`src/rtl/dac_spi_tx.sv`:
```
// -----------------------------------------------------------------------------
// dac_spi_tx
//   Serialises a setpoint code into one 16-bit write frame for an
//   MCP4921-class 12-bit SPI DAC, then strobes LDAC_n so the new code reaches
//   the analog output.
//
//   Frame: [15]=0 (channel A), [14]=BUF, [13]=GA_N, [12]=shdn_n,
//          [11:0]=data_in left-justified (unused LSBs zero).
//
//   Ports
//     clk, rst        system clock, synchronous active-high reset
//     data_in[BITS]   DAC code (unsigned), captured on acceptance
//     shdn_n          frame bit 12, captured on acceptance
//     valid / ready   request handshake; ready is high only in IDLE
//     done            one-cycle pulse after LDAC_n has latched the frame
//     cs_n, sclk,     SPI mode 0 (sclk idles low), MSB first
//     mosi
//     ldac_n          DAC latch strobe, active low
// -----------------------------------------------------------------------------
module dac_spi_tx #(
    parameter int   BITS    = 12,
    parameter int   CLK_DIV = 2,
    parameter logic BUF     = 1'b0,
    parameter logic GA_N    = 1'b1
) (
    input  logic            clk,
    input  logic            rst,
    input  logic [BITS-1:0] data_in,
    input  logic            shdn_n,
    input  logic            valid,
    output logic            ready,
    output logic            done,
    output logic            cs_n,
    output logic            sclk,
    output logic            mosi,
    output logic            ldac_n
);

    localparam int DW = (CLK_DIV > 1) ? $clog2(CLK_DIV) : 1;

    typedef enum logic [1:0] {IDLE, SHIFT, CS_HOLD, LDAC} state_t;

    state_t        state;
    logic [DW-1:0] div_cnt;   // clk cycles within the current half-period
    logic [3:0]    fall_cnt;  // sclk falling edges seen in this frame
    logic [14:0]   shreg;     // frame bits still to go out; bit 15 goes straight to mosi

    logic        div_end;
    logic [11:0] code;
    logic [15:0] frame;

    assign div_end = (div_cnt == DW'(CLK_DIV - 1));
    assign code    = 12'(data_in) << (12 - BITS);
    assign frame   = {1'b0, BUF, GA_N, shdn_n, code};

    always_ff @(posedge clk) begin
        if (rst) begin
            state    <= IDLE;
            ready    <= 1'b1;
            done     <= 1'b0;
            cs_n     <= 1'b1;
            sclk     <= 1'b0;
            mosi     <= 1'b0;
            ldac_n   <= 1'b1;
            div_cnt  <= '0;
            fall_cnt <= '0;
            shreg    <= '0;
        end else begin
            done <= 1'b0;
            case (state)
                IDLE: begin
                    // ready is high throughout IDLE, so valid alone accepts.
                    if (valid) begin
                        shreg    <= frame[14:0];
                        mosi     <= frame[15];
                        cs_n     <= 1'b0;
                        sclk     <= 1'b0;
                        ready    <= 1'b0;
                        div_cnt  <= '0;
                        fall_cnt <= '0;
                        state    <= SHIFT;
                    end
                end

                SHIFT: begin
                    if (div_end) begin
                        div_cnt <= '0;
                        sclk    <= ~sclk;
                        if (sclk) begin
                            // Falling edge: present the next bit for the
                            // following rising edge; after the 16th, park low.
                            fall_cnt <= fall_cnt + 4'd1;
                            if (fall_cnt == 4'd15) begin
                                mosi  <= 1'b0;
                                state <= CS_HOLD;
                            end else begin
                                mosi  <= shreg[14];
                                shreg <= {shreg[13:0], 1'b0};
                            end
                        end
                    end else begin
                        div_cnt <= div_cnt + DW'(1);
                    end
                end

                CS_HOLD: begin
                    // Keep cs_n low one half-period after the last falling edge.
                    if (div_end) begin
                        div_cnt <= '0;
                        cs_n    <= 1'b1;
                        state   <= LDAC;
                    end else begin
                        div_cnt <= div_cnt + DW'(1);
                    end
                end

                LDAC: begin
                    // Two half-periods: first with ldac_n high (cs_n setup),
                    // second with ldac_n low (latch pulse).
                    if (div_end) begin
                        div_cnt <= '0;
                        if (ldac_n) begin
                            ldac_n <= 1'b0;
                        end else begin
                            ldac_n <= 1'b1;
                            done   <= 1'b1;
                            ready  <= 1'b1;
                            state  <= IDLE;
                        end
                    end else begin
                        div_cnt <= div_cnt + DW'(1);
                    end
                end

                default: state <= IDLE;
            endcase
        end
    end

endmodule

```
`config.mk`:
```
export PLATFORM = sky130hd
export DESIGN_NAME = dac_spi_tx
export DESIGN_NICKNAME = d
export VERILOG_FILES = /design/src/rtl/dac_spi_tx.sv
export SDC_FILE = /design/constraint.sdc
export NUM_CORES = 1
export LEC_CHECK = 0
export CAP_MARGIN = 20
export CORE_AREA = 2 2 101 54
export CTS_BUF_LIST = sky130_fd_sc_hd__clkbuf_4 sky130_fd_sc_hd__clkbuf_8
export CTS_CLUSTER_DIAMETER = 200
export DETAILED_ROUTE_END_ITERATION = 6
export DIE_AREA = 0 0 103 56
export SLEW_MARGIN = 20
export SYNTH_ARGS = -nofsm -noshare
export SYNTH_HDL_FRONTEND = slang
export SYNTH_SLANG_ARGS = --single-unit
```
`constraint.sdc`:
```
create_clock -name clk -period 2.3 [get_ports clk]
set_input_delay 0.23 -clock clk [delete_from_list [all_inputs] [get_ports clk]]
set_output_delay 0.23 -clock clk [all_outputs]
set_load 0.02 [all_outputs]
```
==> metrics.md, run 1 <==
| Metric | Value |
|---|---|
| Post-CTS Hold Buffers | 0 |
| DR WL/cell | 11.3 um |
| Total global-route track usage | 0.105 |
| Total die area | 5770 um^2 |
| Floorplan Core Area | 4820 um^2 |
| Initial antenna violation count | 0 |
| Sequential area share after synthesis | 0.394 |
| Fmax | 0.536 GHz |
| Final Setup Violations | 0 |
| R2R Setup Slk | 430 ps |
| GRT Residual Overflow | 0 |
| Syn Nets | 175 |
| Initial Util | 0.295 |
| Synth warnings | 0 |
| Final antenna-violating net count | 0 |
| Largest net degree at the start of global routing | 28 |
| Cell count after synthesis | 153 |
| Reg2reg path depth | 7 |
| DP Wirelength | 2030 um |
| HP Class | flip-flop to flip-flop |
| Endpoints failing hold | 0 |
| Clock skew | 4.94 ps |
| Worst-margin pin slew | 398 ps |
| Vias per cell | 4.62 |
| Crit Reg-Reg Endpoint | shreg[4]$_SDFFE_PP0P_ |
| Mapped Area | 1420 um^2 |
| Crit path to | shreg[4]$_SDFFE_PP0P_ |
| Setup TNS | 0 ps |
| Worst slew margin | 0.727 |
| Pre-antenna DRT Iters | 4 |
| Leak | 0.641 nW |
| Final non-filler cell area | 1780 um^2 |
| Synthesized area per cell | 9.31 um^2 |
| CTS root buffer | clkbuf_8 |
| H-Tree Depth | 1 |
| Worst vdd ir | 295 uV |
| Skew-Pair Late Insertion Delay | 270 ps |
| Number of fill cells | 523 |
| FP Rows | 18 |
| Worst-path maximum fanout | 27 |
| Die Y | 56 um |
| Layout cell share with drive strength beyond 1 | 0.105 |
| Synthesis-stage register bit count | 28 |
| Slew Viols, Final | 0 |
| CP startpoint | state[0]$_SDFFE_PP0P_ |
| Clk slew on worst S/H paths | 90 ps |
| Tmin final | 1870 ps |
| Postcts setup bufs | 0 |
| P&R area growth vs syn | 24.7% |
| Routed WL | 2730 um |
| Bufs on Longest Clock Path | 2 |
| Crit Path Category | flip-flop to flip-flop |
| I/O pin count | 22 |
| Tcrit/Tclk final | 0.811 |
| CTS tree | done |
| Vias in the first global route | 1109 |
| Critical Path Source Type | flip-flop |
| Most frequent cells in the layout | 28 x dfxtp_1, 21 x clkdlybuf4s50_1, 19 x nor2_1 |
| Ant diodes | 0 |
| Gpl congestion | 0.749 |
| Area after DPL | 1720 um^2 |
| Final nets | 195 |
| RR Startpoint | state[0]$_SDFFE_PP0P_ |
| Commonest non-fill, non-tap cell in the layout | dfxtp_1 |
| Maxcap violations | 0 |
| Req. time, crit path | 2490 ps |
| DR vias | 1119 |
| CTS Buf Count | 3 |
| Status | finished, final reports clean |
| CP endpoint kind | flip-flop |
| Initial DRC count | 22 |
| Number of buffers added on ports | 21 |
| Chip width | 103 um |
| First-pass GRT wire length | 4890 um |
| Unique masters post-synth | 31 |
| Post_cts resized | 0 |
| CTS sink cnt | 28 |
| CP arrival | 2050 ps |
| Unrepaired setup endpoints after global routing | false |
| DRC viols | 0 |
| Pwr/cell area | 1030 nW/um^2 |
flip-flops by register name, summed over array words and instances, names as in the netlist:
signal	cells
ready	1
sclk	1
fall_cnt	4
shreg	15
cs_n	1
div_cnt	1
state	2
mosi	1
ldac_n	1
done	1
critical path, cell delays in order (launching register included):
cell and delay (ps):
dfxtp_1 420, inv_1 90, ha_1 300, mux2i_1 220, a221oi_4 260, buf_12 220, nor2_1 60, a211oi_1 220
stage by stage:
step	cells	hold slack, ps	power, mW	utilization	setup slack [ps]
floorplan	153	410	1.36	-	541
global placement	238	444	1.52	0.357	536
detailed placement	238	448	1.55	0.357	459
CTS	242	465	1.86	0.368	409
global route	242	490	1.98	0.368	271
finish	242	461	1.83	0.368	434
cell usage after synthesis:
| cell type | count | area share |
|---|---|---|
| clkbuf_1 | 3 | 0.0079 |
| a211oi_2 | 7 | 0.062 |
| nor2b_1 | 4 | 0.018 |
| a211oi_1 | 5 | 0.026 |
| nand2b_1 | 8 | 0.035 |
| or3b_2 | 1 | 0.0062 |
| mux2i_1 | 16 | 0.11 |
| buf_1 | 1 | 0.0026 |
| nor3_1 | 2 | 0.0070 |
| nand2_1 | 10 | 0.026 |
| dfxtp_1 | 28 | 0.39 |
| nand3_1 | 5 | 0.018 |
| nand4b_1 | 1 | 0.0062 |
| a221o_1 | 1 | 0.0070 |
| buf_2 | 3 | 0.011 |
| buf_6 | 1 | 0.0079 |
| ha_1 | 6 | 0.053 |
| o21bai_1 | 2 | 0.011 |
| o21ai_0 | 3 | 0.011 |
| a21oi_1 | 12 | 0.042 |
| and3_1 | 2 | 0.0088 |
| and2_1 | 1 | 0.0044 |
| nor2_1 | 19 | 0.050 |
| inv_1 | 2 | 0.0053 |
| buf_4 | 2 | 0.011 |
| mux2_2 | 1 | 0.0079 |
| o2111a_1 | 1 | 0.0079 |
| nand3b_1 | 1 | 0.0053 |
| nand4_1 | 2 | 0.0088 |
| nor3b_1 | 2 | 0.011 |
| a221oi_4 | 1 | 0.018 |
cells by family after synthesis:
family          after synthesis  synth area share
compound gates               32             0.185
fa+ha+maj                     6            0.0527
buf+inv                      12            0.0448
flops                        28             0.394
mux                          17             0.120
simple gates                 58             0.204
worst min-delay path by stage:
| stage | start | to | slack (ps) | cells after the start |
|---|---|---|---|---|
| floorplan | rst | state[0]$_SDFFE_PP0P_ | 410 | 2 |
| global placement | mosi$_SDFFE_PP0P_ | mosi$_SDFFE_PP0P_ | 440 | 2 |
| detailed placement | mosi$_SDFFE_PP0P_ | mosi$_SDFFE_PP0P_ | 450 | 2 |
| CTS | mosi$_SDFFE_PP0P_ | mosi$_SDFFE_PP0P_ | 460 | 2 |
| global route | mosi$_SDFFE_PP0P_ | mosi$_SDFFE_PP0P_ | 490 | 2 |
| finish | mosi$_SDFFE_PP0P_ | mosi$_SDFFE_PP0P_ | 460 | 2 |
area by class of cell:
type | instances | area, um^2 | area share
Tap cell | 70 | 87.6 | 0.0493
Inverter | 2 | 7.51 | 0.00423
Timing Repair Buffer | 25 | 265 | 0.149
Multi-Input combinational cell | 113 | 800 | 0.450
Clock buffer | 4 | 55.1 | 0.0310
Sequential cell | 28 | 561 | 0.316
report_power, final:
group / internal (mW) / leakage [nW] / switching (mW)
Clock: 0.153 / 0.0288 / 0.148
Sequential: 0.615 / 0.230 / 0.0881
Combinational: 0.385 / 0.382 / 0.443
metal layers:
metal | GRT usage | wire length, um | vias up
met3 | 0.0339 | 94 | 5
met2 | 0.170 | 1240 | 13
met5 | 0 | 0 | -
li1 | - | - | 579
met1 | 0.136 | 1370 | 522
met4 | 0.0226 | 27 | 0
Power figures use the tool's default switching activity.
==> run 2: changes to the inputs <==
==> constraint.sdc (replaced) <==
create_clock -name clk -period 2 [get_ports clk]
set_input_delay 0.2 -clock clk [delete_from_list [all_inputs] [get_ports clk]]
set_output_delay 0.2 -clock clk [all_outputs]
set_load 0.02 [all_outputs]
==> metrics.md, run 2 (synthesis results as in run 1) <==
| Metric | Value |
|---|---|
| HP Class | flip-flop to flip-flop |
| Fmax | 0.555 GHz (+3.6%) |
| Tmin final | 1800 ps (-64.3 ps) |
| Ant diodes | 0 (unchanged) |
| Leak | 0.648 nW (+1.1%) |
| Layout Cells excl Fill | 244 (+0.83%) |
| Most flop-heavy register | shreg |
| Final antenna-violating net count | 0 (unchanged) |
| Worst-margin pin slew | 315 ps (-83.3 ps) |
| Number of buffers added on ports | 21 (unchanged) |
| GRT Residual Overflow | 0 (unchanged) |
| Crit Path Category | flip-flop to flip-flop |
| Area after DPL | 1720 um^2 (+0.15%) |
| CTS sink cnt | 28 (unchanged) |
| Buffers & Inverters on Critical Path | 2 (unchanged) |
| Unrepaired setup endpoints after global routing | false |
| Vias per cell | 4.55 (-1.6%) |
| Maxcap violations | 0 (unchanged) |
| Initial antenna violation count | 0 (unchanged) |
| Critical Path Source Type | flip-flop |
| Status | finished, final reports clean |
| Top flop regs | shreg x15, fall_cnt x4, state x2 |
| Total global-route track usage | 0.103 (-0.00206) |
| Final non-filler cell area | 1800 um^2 (+1.4%) |
| Total die area | 5770 um^2 (unchanged) |
| Util after Layout | 0.374 (+0.00519) |
| DR WL/cell | 11.4 um (+1.3%) |
| Skew-Pair Late Insertion Delay | 280 ps (about the same) |
| Slew Viols, Final | 0 (unchanged) |
| Routed WL | 2790 um (+2.2%) |
| DRC viols | 0 (unchanged) |
| Metal1 wirelength | 1450 um (+6.1%) |
| Largest net degree at the start of global routing | 27 (-3.6%) |
| Die Y | 56 um (unchanged) |
| Req. time, crit path | 2200 ps (-290 ps) |
| CP arrival | 2000 ps (-50 ps) |
| FP Rows | 18 (unchanged) |
| Cells along the critical path | inv_1 > ha_1 > mux2i_2 > a221oi_4 > buf_12 > nor2_1 > a211oi_1 |
| Number of fill cells | 492 (-5.9%) |
| Worst vdd ir | 328 uV (+11%) |
| First-pass GRT wire length | 4800 um (-1.8%) |
| Pre-antenna DRT Iters | 4 (unchanged) |
| Initial Util | 0.295 (unchanged) |
| Vias in the first global route | 1060 (-4.4%) |
| Final Setup Violations | 0 (unchanged) |
| Tcrit/Tclk final | 0.901 (+0.0895) |
| Layout cell share with drive strength beyond 1 | 0.126 (+0.0218) |
| CP endpoint kind | flip-flop |
| Worst-path maximum fanout | 26 (-3.7%) |
| CTS tree | done |
| Max reg flops | 15 (unchanged) |
| Gpl congestion | 0.766 (+2.3%) |
| Slowest-stage cell, CP | dfxtp_1 |
| Dpl ws | 137 ps (-322 ps) |
| Clk slew on worst S/H paths | 100 ps (about the same) |
| Most frequent cells in the layout | 28 x dfxtp_1, 21 x clkdlybuf4s50_1, 19 x nor2_1 |
| CTS Buf Count | 3 (unchanged) |
| DR vias | 1110 (-0.80%) |
| Met3 WL post-DR | 97 um (+3.2%) |
| Postcts setup bufs | 0 (unchanged) |
| Crit path max-delay family | compound AO/OA/AOI/OAI gates |
| Metal2 WL | 1210 um (-1.9%) |
| Highest metal used | met4 |
| Pwr/cell area | 1240 nW/um^2 (+20%) |
| Final WS setup | 199 ps (-236 ps) |
| Worst slew margin | 0.786 (+0.0590) |
| DP Wirelength | 2020 um (-0.40%) |
| Setup TNS | 0 ps (unchanged) |
| Clock skew | 3.59 ps (-1.35 ps) |
| Floorplan Core Area | 4820 um^2 (unchanged) |
| Endpoints failing hold | 0 (unchanged) |
| Chip width | 103 um (unchanged) |
| H-Tree Depth | 1 (unchanged) |
| Final nets | 197 (+1.0%) |
| Placed cell count | 240 (+0.84%) |
| CTS root buffer | clkbuf_8 |
| Initial DRC count | 52 (+140%) |
| CP peak stage delay | 350 ps (-70 ps) |
| I/O pin count | 22 (unchanged) |
| Commonest non-fill, non-tap cell in the layout | dfxtp_1 |
| Bufs on Longest Clock Path | 2 (unchanged) |
| P&R area growth vs syn | 26.5% |
==> run 2: per-layer routing <==
metal,vias up,GRT usage
met2,15,0.160
met1,505,0.141
met5,-,0
li1,586,-
met4,0,0.0226
met3,4,0.0302
==> run 2: repair_timing <==
| action | in CTS | in global routing |
|---|---|---|
| setup endpoints to repair | 0 | 4 |
| resized for setup | 0 | 2 |
| hold buffers | 0 | 0 |
==> run 2: through the flow <==
stage	power, mW	hold WS [ps]
after floorplan	1.57	380
after global placement	1.76	445
after detailed placement	1.79	448
after CTS	2.24	461
after global routing	2.40	489
final	2.23	458
==> run 2: power breakdown <==
part | internal, mW | switching [mW] | total [mW]
Combinational | 0.461 | 0.525 | 0.985
Clock | 0.268 | 0.182 | 0.450
Sequential | 0.707 | 0.0889 | 0.796
==> run 2: final timing paths <==
path | depth (start not counted) | slack (ps) | startpoint | endpoint
worst max-delay path | 7 | 200 | state[1]$_SDFFE_PP0P_ | shreg[1]$_SDFFE_PP0P_
worst min-delay path | 2 | 460 | mosi$_SDFFE_PP0P_ | mosi$_SDFFE_PP0P_
worst max register to register | 7 | 200 | state[1]$_SDFFE_PP0P_ | shreg[1]$_SDFFE_PP0P_
worst min register to register | 2 | 460 | mosi$_SDFFE_PP0P_ | mosi$_SDFFE_PP0P_
==> run 2: worst min-delay path, stage by stage, from the launching register on <==
cell,delay (ps)
dfxtp_1,320
nand2_1,50
a21oi_1,50
==> run 2: area by class of cell <==
class	count	area (um^2)	area share
multi-input combinational	113	806	0.448
sequential	28	561	0.311
timing repair buffer	27	268	0.149
tap	70	87.6	0.0486
clock buffer	3	41.3	0.0229
clock inverter	1	30.0	0.0167
inverter	2	7.51	0.00417
